## src/rtl/shift_pkg.sv

```systemverilog
// Shared types and constants for the serial shift receiver/transmitter pair.
// Keeps the FSM encoding and counter sizing in one place for both directions.
package shift_pkg;

  localparam int SHIFT_WIDTH_DEF = 8;

  typedef enum logic {
    IDLE  = 1'b0,
    SHIFT = 1'b1
  } rx_state_t;

  // Width of the bit counter; at least one bit even for the narrowest word.
  function automatic int cnt_width(input int width);
    return (width < 2) ? 1 : $clog2(width);
  endfunction

endpackage

```

## src/rtl/shift_rx_if.sv

```systemverilog
// Serial-in / parallel-out bundle of the shift receiver.
// The slave modport is the receiver; the master modport is the line driver plus consumer.
interface shift_rx_if #(
  parameter int WIDTH = shift_pkg::SHIFT_WIDTH_DEF
);

  logic             s_en;
  logic             s_in;
  logic             s_start;
  logic [WIDTH-1:0] p_out;
  logic             p_valid;
  logic             p_ready;
  logic             busy;
  logic             overrun;
  logic             clr_ovr;

  modport master (
    output s_en, s_in, s_start, p_ready, clr_ovr,
    input  p_out, p_valid, busy, overrun
  );

  modport slave (
    input  s_en, s_in, s_start, p_ready, clr_ovr,
    output p_out, p_valid, busy, overrun
  );

endinterface

```

## src/rtl/shift_bit_cnt.sv

```systemverilog
// Modulo-WIDTH bit counter shared by the shift receiver and transmitter.
// Clear wins over load-to-1, which wins over increment.
module shift_bit_cnt #(
  parameter int WIDTH = shift_pkg::SHIFT_WIDTH_DEF
) (
  input  logic                     clk,
  input  logic                     rst_n,
  input  logic                     load_i,
  input  logic                     clr_i,
  input  logic                     inc_i,
  output logic [$clog2(WIDTH)-1:0] cnt_o,
  output logic                     last_o
);

  import shift_pkg::*;

  localparam int CW = $clog2(WIDTH);

  logic [CW-1:0] cnt_q;

  always_ff @(posedge clk or negedge rst_n) begin
    if (!rst_n) begin
      cnt_q <= '0;
    end else if (clr_i) begin
      cnt_q <= '0;
    end else if (load_i) begin
      cnt_q <= CW'(1);
    end else if (inc_i) begin
      cnt_q <= last_o ? '0 : cnt_q + CW'(1);
    end
  end

  assign last_o = (cnt_q == CW'(WIDTH - 1));
  assign cnt_o  = cnt_q;

endmodule

```

## src/rtl/shift_rx.sv

```systemverilog
// Serial-to-parallel receiver: frames LSB-first words on a start marker and
// hands them to a one-entry valid/ready buffer, flagging dropped words as overrun.
module shift_rx #(
  parameter int WIDTH = shift_pkg::SHIFT_WIDTH_DEF
) (
  input logic       clk,
  input logic       rst_n,
  shift_rx_if.slave rx
);

  import shift_pkg::*;

  rx_state_t                state_q;
  logic [WIDTH-1:0]         shreg_q;
  logic [WIDTH-1:0]         p_out_q;
  logic                     p_valid_q;
  logic                     overrun_q;
  logic [$clog2(WIDTH)-1:0] cnt_unused;
  logic                     last;

  logic             start_bit;
  logic             data_bit;
  logic             complete;
  logic             handshake;
  logic             drop;
  logic [WIDTH-1:0] shreg_d;

  assign start_bit = rx.s_en & rx.s_start;
  assign data_bit  = rx.s_en & ~rx.s_start & (state_q == SHIFT);
  assign complete  = data_bit & last;
  assign handshake = p_valid_q & rx.p_ready;
  assign drop      = complete & p_valid_q & ~rx.p_ready;
  assign shreg_d   = {rx.s_in, shreg_q[WIDTH-1:1]};

  // The raw count only matters to the transmitter; here the last flag suffices.
  shift_bit_cnt #(.WIDTH(WIDTH)) u_bit_cnt (
    .clk    (clk),
    .rst_n  (rst_n),
    .load_i (start_bit),
    .clr_i  (complete),
    .inc_i  (data_bit),
    .cnt_o  (cnt_unused),
    .last_o (last)
  );

  always_ff @(posedge clk or negedge rst_n) begin
    if (!rst_n) begin
      state_q   <= IDLE;
      shreg_q   <= '0;
      p_out_q   <= '0;
      p_valid_q <= 1'b0;
      overrun_q <= 1'b0;
    end else begin
      // A start bit simply keeps shifting: any partial word falls out the bottom.
      if (start_bit || data_bit) begin
        shreg_q <= shreg_d;
      end

      if (start_bit) begin
        state_q <= SHIFT;
      end else if (complete) begin
        state_q <= IDLE;
      end

      if (complete && (!p_valid_q || rx.p_ready)) begin
        p_out_q   <= shreg_d;
        p_valid_q <= 1'b1;
      end else if (handshake) begin
        p_valid_q <= 1'b0;
      end

      if (drop) begin
        overrun_q <= 1'b1;
      end else if (rx.clr_ovr) begin
        overrun_q <= 1'b0;
      end
    end
  end

  assign rx.p_out   = p_out_q;
  assign rx.p_valid = p_valid_q;
  assign rx.busy    = (state_q == SHIFT);
  assign rx.overrun = overrun_q;

endmodule

```

## src/flat_wrapper.sv

```systemverilog
// flat-port wrapper written by rule: the top's interface ports become plain ports
module shift_rx_flat import shift_pkg::*;
#(
  parameter int WIDTH = shift_pkg::SHIFT_WIDTH_DEF
)
  (clk, rst_n, rx_s_en, rx_s_in, rx_s_start, rx_p_ready, rx_clr_ovr, rx_p_out, rx_p_valid, rx_busy, rx_overrun);
  shift_rx_if #(.WIDTH(WIDTH)) rx_i ();
  input logic clk;
  input logic rst_n;
  input wire logic [$bits(rx_i.s_en)-1:0] rx_s_en;
  input wire logic [$bits(rx_i.s_in)-1:0] rx_s_in;
  input wire logic [$bits(rx_i.s_start)-1:0] rx_s_start;
  input wire logic [$bits(rx_i.p_ready)-1:0] rx_p_ready;
  input wire logic [$bits(rx_i.clr_ovr)-1:0] rx_clr_ovr;
  output wire logic [$bits(rx_i.p_out)-1:0] rx_p_out;
  output wire logic [$bits(rx_i.p_valid)-1:0] rx_p_valid;
  output wire logic [$bits(rx_i.busy)-1:0] rx_busy;
  output wire logic [$bits(rx_i.overrun)-1:0] rx_overrun;
  assign rx_i.s_en = rx_s_en;
  assign rx_i.s_in = rx_s_in;
  assign rx_i.s_start = rx_s_start;
  assign rx_i.p_ready = rx_p_ready;
  assign rx_i.clr_ovr = rx_clr_ovr;
  assign rx_p_out = rx_i.p_out;
  assign rx_p_valid = rx_i.p_valid;
  assign rx_busy = rx_i.busy;
  assign rx_overrun = rx_i.overrun;
  shift_rx #(.WIDTH(WIDTH)) u_core (.clk(clk), .rst_n(rst_n), .rx(rx_i));
endmodule
```

## config.mk

```make
export PLATFORM = sky130hd
export DESIGN_NAME = shift_rx_flat
export DESIGN_NICKNAME = d
export VERILOG_FILES = /design/src/rtl/shift_pkg.sv /design/src/rtl/shift_rx_if.sv /design/src/rtl/shift_bit_cnt.sv /design/src/rtl/shift_rx.sv /design/src/flat_wrapper.sv
export SDC_FILE = /design/constraint.sdc
export NUM_CORES = 1
export LEC_CHECK = 0
export CAP_MARGIN = 20
export CORE_MARGIN = 1
export CORE_UTILIZATION = 48
export DETAILED_ROUTE_END_ITERATION = 8
export GPL_TIMING_DRIVEN = 0
export PLACE_DENSITY_LB_ADDON = 0.25
export REMOVE_ABC_BUFFERS = 1
export SYNTH_ARGS = -nofsm -noshare
export SYNTH_HDL_FRONTEND = slang
export SYNTH_HIERARCHICAL = 1
export SYNTH_SLANG_ARGS = --single-unit
```

## constraint.sdc

```tcl
create_clock -name clk -period 1.9 [get_ports clk]
set_input_delay 0.57 -clock clk [delete_from_list [all_inputs] [get_ports clk]]
set_output_delay 0.57 -clock clk [all_outputs]
set_load 0.01 [all_outputs]
```

==> flow_summary.toml, run 1 <==
[placement]
io_buffers = 17
gp_congestion = 0.638
hpwl_um = 902
place_inst = 100

[synth]
syn_area_um2 = 872
synth-simple-area-share = 0.0933
muxShareOfSynthArea = 0.217
synth-seq-cells = 21
yosys.area_share.adder = 0.0287
syn_avg_cell_area_um2 = 14.8
synth_cell_types = 19
synth_xor_area_frac = 0
seq_area_frac_synth = 0.603
synth_compound_area_frac = 0.0330
syn_inst = 59
synth_top_family_by_area = "multiplexers"
yosysWarningCount = 6

[sta]
fin_tns_setup_ps = 0
slew_violations = 0
tightest_slew_ps = 900
setup_viol = 0
min_period_over_period = 0.940
hold_viol_final = 0
slew-limit-headroom = 0.398
fin_skew_ps = 2.65
hold_slack_ps = 502
rsz0062_at_grt = "false"
period_needed_ps = 1790
max_freq_mhz = 560

[final_layout]
areaGrowthSynthToFinish_pct = 26.4
fillers = 149
final_common_cell = "dfrtp_1"
n_antenna_cell = 0
final_cell_mix = "dfrtp_1, clkdlybuf4s50_1, mux2_2"
final_cells = 105
layout-drive-gt1-share = 0.275
layout.nets = 90
utilization = 0.645

[route]
first_pass_iters = 4
wl_per_cell_um = 12.2
num_vias = 519
ant_nets = 0
vias_per_cell = 4.94
drt-total-wl_um = 1280
drc = 0
drtIter0Drc = 4

[setup_path]
crit_fanout = 4
crit_path_end_kind = "register"
slowest_stage = "clkdlybuf4s50_1"
startpoint_type = "primary input"
required_ps = 2120
r2r_end = "u_core/rx.p_out[5]"
rr_startpoint = "u_core/u_bit_cnt/cnt_o[0]"
crit_path_cell_trace = "clkdlybuf4s50_1 -> nand2_1 -> nor2_1 -> or3b_1 -> a31oi_1"
cp.arrival_ps = 2010
cpPeakStageDelay_ps = 570
r2r_cells = 5
worst-setup-path-type = "primary input to register"
r2r_slack_ps = 220

[power]
max-vdd-ir-drop_mv = 0.577
p_leak_uw = 0.000508
power_density_nw_per_um2 = 1000
finalPower_uw = 1100

[global_routing]
grt_max_degree = 22
grt_pass1_wl_um = 2160
grt_overflow_total = 0
antenna_found_initial = 0
track_usage = 0.161
grt_pass1_vias = 484

[worst_hold_path]
hp-class = "register to register"
min_to = "u_core/rx.p_out[6]"
min_path_cells = 1
worstHoldStart = "u_core/rx.p_out[6]"

[floorplan]
ios = 18
dieArea_um2 = 1990
rows = 15
chipHeight_um = 44.6
fp.dieW_um = 44.6
core_um2 = 1710
initial_utilization = 0.511

[clocking]
numCtsBuffers = 3
htree_num_levels = 1
hold_buffers = 0
clockBufferDepth = 2
clock-sinks = 21
cts_tree = "yes"
clk_pin_slew_worst_paths_ps = 110
insertion_delay_ps = 290
root_buffer = "clkbuf_4"

[job]
cap_violations = 0

[run_status]
status = "completed"
power by group:
group	internal [uW]	switching [uW]	total, uW
combinational	185	99.0	284
sequential	555	59.2	614
clock	81.7	124	206
registers in the layout, summed over array words and instances (netlist names):
signal and flops:
u_core/rx.p_out 8, u_core/rx.busy 1, u_core/rx.p_valid 1, u_core/shreg_q 7, u_core/u_bit_cnt/cnt_o 3, u_core/rx.overrun 1
worst max-delay path, delay by kind of cell:
| family | cells | cell delay [ps] |
|---|---|---|
| AO/OA/AOI/OAI | 1 | 160 |
| buffers and inverters | 1 | 570 |
| AND/OR/NAND/NOR | 3 | 700 |
Yosys cell counts:
master    instances  share of area
a21o_1            1         0.0086
a31oi_1           1         0.0072
and2_1            1         0.0072
buf_6             1          0.013
dfrtp_1          21           0.60
ha_1              2          0.029
inv_1             3          0.013
mux2_1            1          0.013
mux2_2           14           0.18
mux2i_1           2          0.023
nand2_1           2         0.0086
nand2b_1          2          0.014
nand4b_4          1          0.027
nor2_1            1         0.0043
nor2b_2           1          0.010
nor3_1            2          0.011
o21ai_2           1          0.010
o22ai_1           1         0.0072
or3b_1            1          0.010
metrics by stage:
step | area [um^2] | setup WS [ps]
after floorplan | 861 | 315
after global placement | 1060 | -311
after detailed placement | 1060 | -325
after CTS | 1090 | 8.77
after global routing | 1100 | 58.6
final | 1100 | 114
routing by layer:
layer | wire length [um] | global-route usage | share of wire
met4 | 21 | 0.127 | 0.016
met3 | 62 | 0.0245 | 0.048
met1 | 581 | 0.226 | 0.45
met2 | 617 | 0.221 | 0.48
met5 | 0 | 0 | 0
worst max path at each step:
| stage | start | endpoint | slack [ps] | cells after the start |
|---|---|---|---|---|
| floorplan | u_core/u_bit_cnt/cnt_o[0] | u_core/rx.p_out[7] | 320 | 5 |
| global placement | rx_s_en | u_core/rx.p_out[4] | -310 | 4 |
| detailed placement | rx_s_en | u_core/rx.p_out[2] | -330 | 4 |
| CTS | rx_s_en | u_core/rx.p_out[5] | 9 | 4 |
| global route | u_core/rx.busy | rx_busy | 60 | 1 |
| finish | rx_s_en | u_core/u_bit_cnt/cnt_o[0] | 110 | 5 |
cell type report:
| type | count | area (um^2) | share of cell area |
|---|---|---|---|
| inverters | 3 | 11.3 | 0.0102 |
| flip-flops and latches | 21 | 527 | 0.478 |
| clock buffers | 4 | 26.3 | 0.0238 |
| well taps | 25 | 31.3 | 0.0284 |
| multi-input cells | 34 | 329 | 0.299 |
| repair buffers | 18 | 178 | 0.161 |
kinds of logic after synthesis:
kind of cell	after synthesis
flip-flops	21
multiplexers	17
AND/OR/NAND/NOR	11
AO/OA/AOI/OAI	4
buffers and inverters	4
adder cells (fa/ha/maj)	2
timing repair:
action	4_1_cts	5_1_grt
gates resized for setup	1	1
setup endpoints to repair	1	9
setup buffers	0	1
pin swaps	0	0
(Power assumes the default switching activity.)
==> run 2, diff against run 1 <==
--- a/config.mk
+++ b/config.mk
@@ -8,6 +8,7 @@
 export CAP_MARGIN = 20
 export CORE_MARGIN = 1
 export CORE_UTILIZATION = 48
+export CTS_CLUSTER_DIAMETER = 150
 export DETAILED_ROUTE_END_ITERATION = 8
 export GPL_TIMING_DRIVEN = 0
 export PLACE_DENSITY_LB_ADDON = 0.25
==> results of run 2 <==
Same layout as run 1: the final DEF is identical, and so are final timing and power.
==> run 3, diff against run 2 <==
--- a/config.mk
+++ b/config.mk
@@ -7,7 +7,7 @@
 export LEC_CHECK = 0
 export CAP_MARGIN = 20
 export CORE_MARGIN = 1
-export CORE_UTILIZATION = 48
+export CORE_UTILIZATION = 49
 export CTS_CLUSTER_DIAMETER = 150
 export DETAILED_ROUTE_END_ITERATION = 8
 export GPL_TIMING_DRIVEN = 0
@@ -15,5 +15,4 @@
 export REMOVE_ABC_BUFFERS = 1
 export SYNTH_ARGS = -nofsm -noshare
 export SYNTH_HDL_FRONTEND = slang
-export SYNTH_HIERARCHICAL = 1
 export SYNTH_SLANG_ARGS = --single-unit
==> run 3 against run 2 <==
  * Largest cell class unchanged
  * Combinational power shrank 12%
  * Core utilization grew 1.3 points
  * Clock power down 2%
  * Routed wire length grew 19%
  * Global-route usage up 1.1 points
  * Synthesized cell count increased by 5.1%
  * Flip-flop and latch count stayed put
  * Sequential power shrank 3%
  * Final cell count grew 2.9%
  * Clock-buffer cell count unchanged
  * Final area grew 4.2%
  * Die area rose by 3.1%
==> flow_summary.toml, run 3 <==
[run_status]
status = "completed"

[setup_path]
critical-path-top-delay-family = "buffers and inverters"
cp.arrival_ps = 1970
cpPeakStageDelay_ps = 540
crit_path_end_kind = "register"
required_ps = 2080
crit_fanout = 8
worst-setup-path-type = "primary input to register"
timing.critical_path.buf_inv = 2
slowest_stage = "clkdlybuf4s50_1"
crit_path_cell_trace = "clkdlybuf4s50_1 -> nand4b_4 -> nor2b_4 -> buf_12 -> mux2_4"
startpoint_type = "primary input"
r2r_cells = 6
path_depth = 5

[floorplan]
rows = 15
ios = 18
chipHeight_um = 45.3
core_um2 = 1750
dieArea_um2 = 2050
fp.dieW_um = 45.3
initial_utilization = 0.527

[synth]
syn_avg_cell_area_um2 = 14.8
yosysTopAreaCellShare = 0.571
seq_area_frac_synth = 0.571
yosysWarningCount = 0
yosys.area.top_type = "dfrtp_1"
ys_async_sr_fraction = 1.00
syn_inst = 62
synthTopCellsByCount = "dfrtp_1, mux2_4, mux2_2"
ys.flop_type = "dfrtp_1"
syn_area_um2 = 920
yosysMostFrequentCell = "dfrtp_1"
synth_edf_count = 0
synth_area_leaders = "dfrtp_1, mux2_4, mux2_2"
synth_cell_types = 18
synth-seq-cells = 21

[route]
vias_per_cell = 4.99
first_pass_iters = 4
wl_per_cell_um = 14.1
num_vias = 539
drt-total-wl_um = 1530
drc = 0
drtIter0Drc = 12
ant_nets = 0

[global_routing]
grt_overflow_total = 0
track_usage = 0.172
antenna_found_initial = 0
grt_max_degree = 22
grt_pass1_wl_um = 2400
grt_pass1_vias = 525

[final_layout]
stdcell_area_um2 = 1150
n_antenna_cell = 0
layout.nets = 93
utilization = 0.658
areaGrowthSynthToFinish_pct = 24.9
largest_reg_flops = 8
final_cell_mix = "dfrtp_1, clkdlybuf4s50_1, mux2_4"
layout-drive-gt1-share = 0.289
final_cells = 108
fillers = 134
final_common_cell = "dfrtp_1"

[clocking]
cts_tree = "yes"
clk_pin_slew_worst_paths_ps = 110
numCtsBuffers = 3
clockBufferDepth = 2
htree_num_levels = 1
clock-sinks = 21
hold_buffers = 0
insertion_delay_ps = 300
root_buffer = "clkbuf_4"

[worst_hold_path]
hp-class = "register to register"
min_path_cells = 1

[sta]
fin_skew_ps = 8.36
fin_tns_setup_ps = 0
rsz0062_at_grt = "false"
setup_viol = 0
tightest_slew_ps = 909
period_needed_ps = 1790
hold_viol_final = 0
setup_ws_ps = 113
max_freq_mhz = 560
slew_violations = 0
slew-limit-headroom = 0.392
min_period_over_period = 0.940

[placement]
pre_cts_slack_ps = -284
io_buffers = 17
hpwl_um = 1140
place_inst = 102
placed_area_um2 = 1090
gp_congestion = 0.616

[power]
p_leak_uw = 0.000524
max-vdd-ir-drop_mv = 0.581
power_density_nw_per_um2 = 910

[job]
cap_violations = 0
run 3: final timing paths:
path,from,end,slack [ps]
max reg2reg,u_core.u_bit_cnt.cnt_o[0],u_core.rx.p_out[4],170
max in group asynchronous,rst_n,u_core.rx.busy,520
min in group asynchronous,rst_n,u_core.rx.busy,770
min,u_core.shreg_q[1],u_core.shreg_q[1],520
min reg2reg,u_core.shreg_q[1],u_core.shreg_q[1],520
max,rx_s_start,u_core.rx.p_out[4],110
run 3: cells by family (layout without fill, tap and decap cells):
| logic type | count (synthesis) | after routing | synth area share |
|---|---|---|---|
| flops | 21 | 21 | 0.571 |
| mux | 15 | 15 | 0.216 |
| compound gates | 9 | 9 | 0.0667 |
| simple gates | 9 | 9 | 0.0721 |
| buf+inv | 6 | 27 | 0.0463 |
| fa+ha+maj | 2 | 2 | 0.0272 |
run 3: where the power goes:
group	switching (uW)	internal, uW
clock network	121	81.7
logic	89.4	159
registers	57.7	536
total	268	777
run 3: timing repair:
action | 4_1_cts | 5_1_grt
resized for setup | 1 | 0
setup buffers | 1 | 1
setup endpoints to repair | 1 | 3
pin swaps | 0 | 0
run 3: cell type report:
type	instances	area (um^2)	share of cell area
Inverter	4	15.0	0.0131
Sequential cell	21	527	0.459
Tap cell	25	31.3	0.0272
Multi-Input combinational cell	35	352	0.306
Clock buffer	4	26.3	0.0229
Timing Repair Buffer	19	198	0.172
run 3: stage by stage:
| step | hold slack [ps] | total power [uW] |
|---|---|---|
| 2_1_floorplan | 274 | 725 |
| 3_3_place_gp | 485 | 830 |
| 3_5_place_dp | 497 | 853 |
| 4_1_cts | 522 | 1060 |
| 5_1_grt | 529 | 1110 |
| 6_report | 520 | 1040 |
run 3: metal layers:
layer | up-vias | track usage | wire length [um]
met2 | 14 | 0.296 | 801
met5 | - | 0 | 0
met3 | 0 | 0.0600 | 57
li1 | 263 | - | -
met4 | 0 | 0.0364 | 0
met1 | 262 | 0.207 | 666
run 3: worst reg2reg max path: stages, from the launching register on:
cell	delay, ps
dfrtp_1	390
ha_1	180
ha_1	290
nand4b_4	160
nor2b_4	150
buf_12	140
mux2_4	310
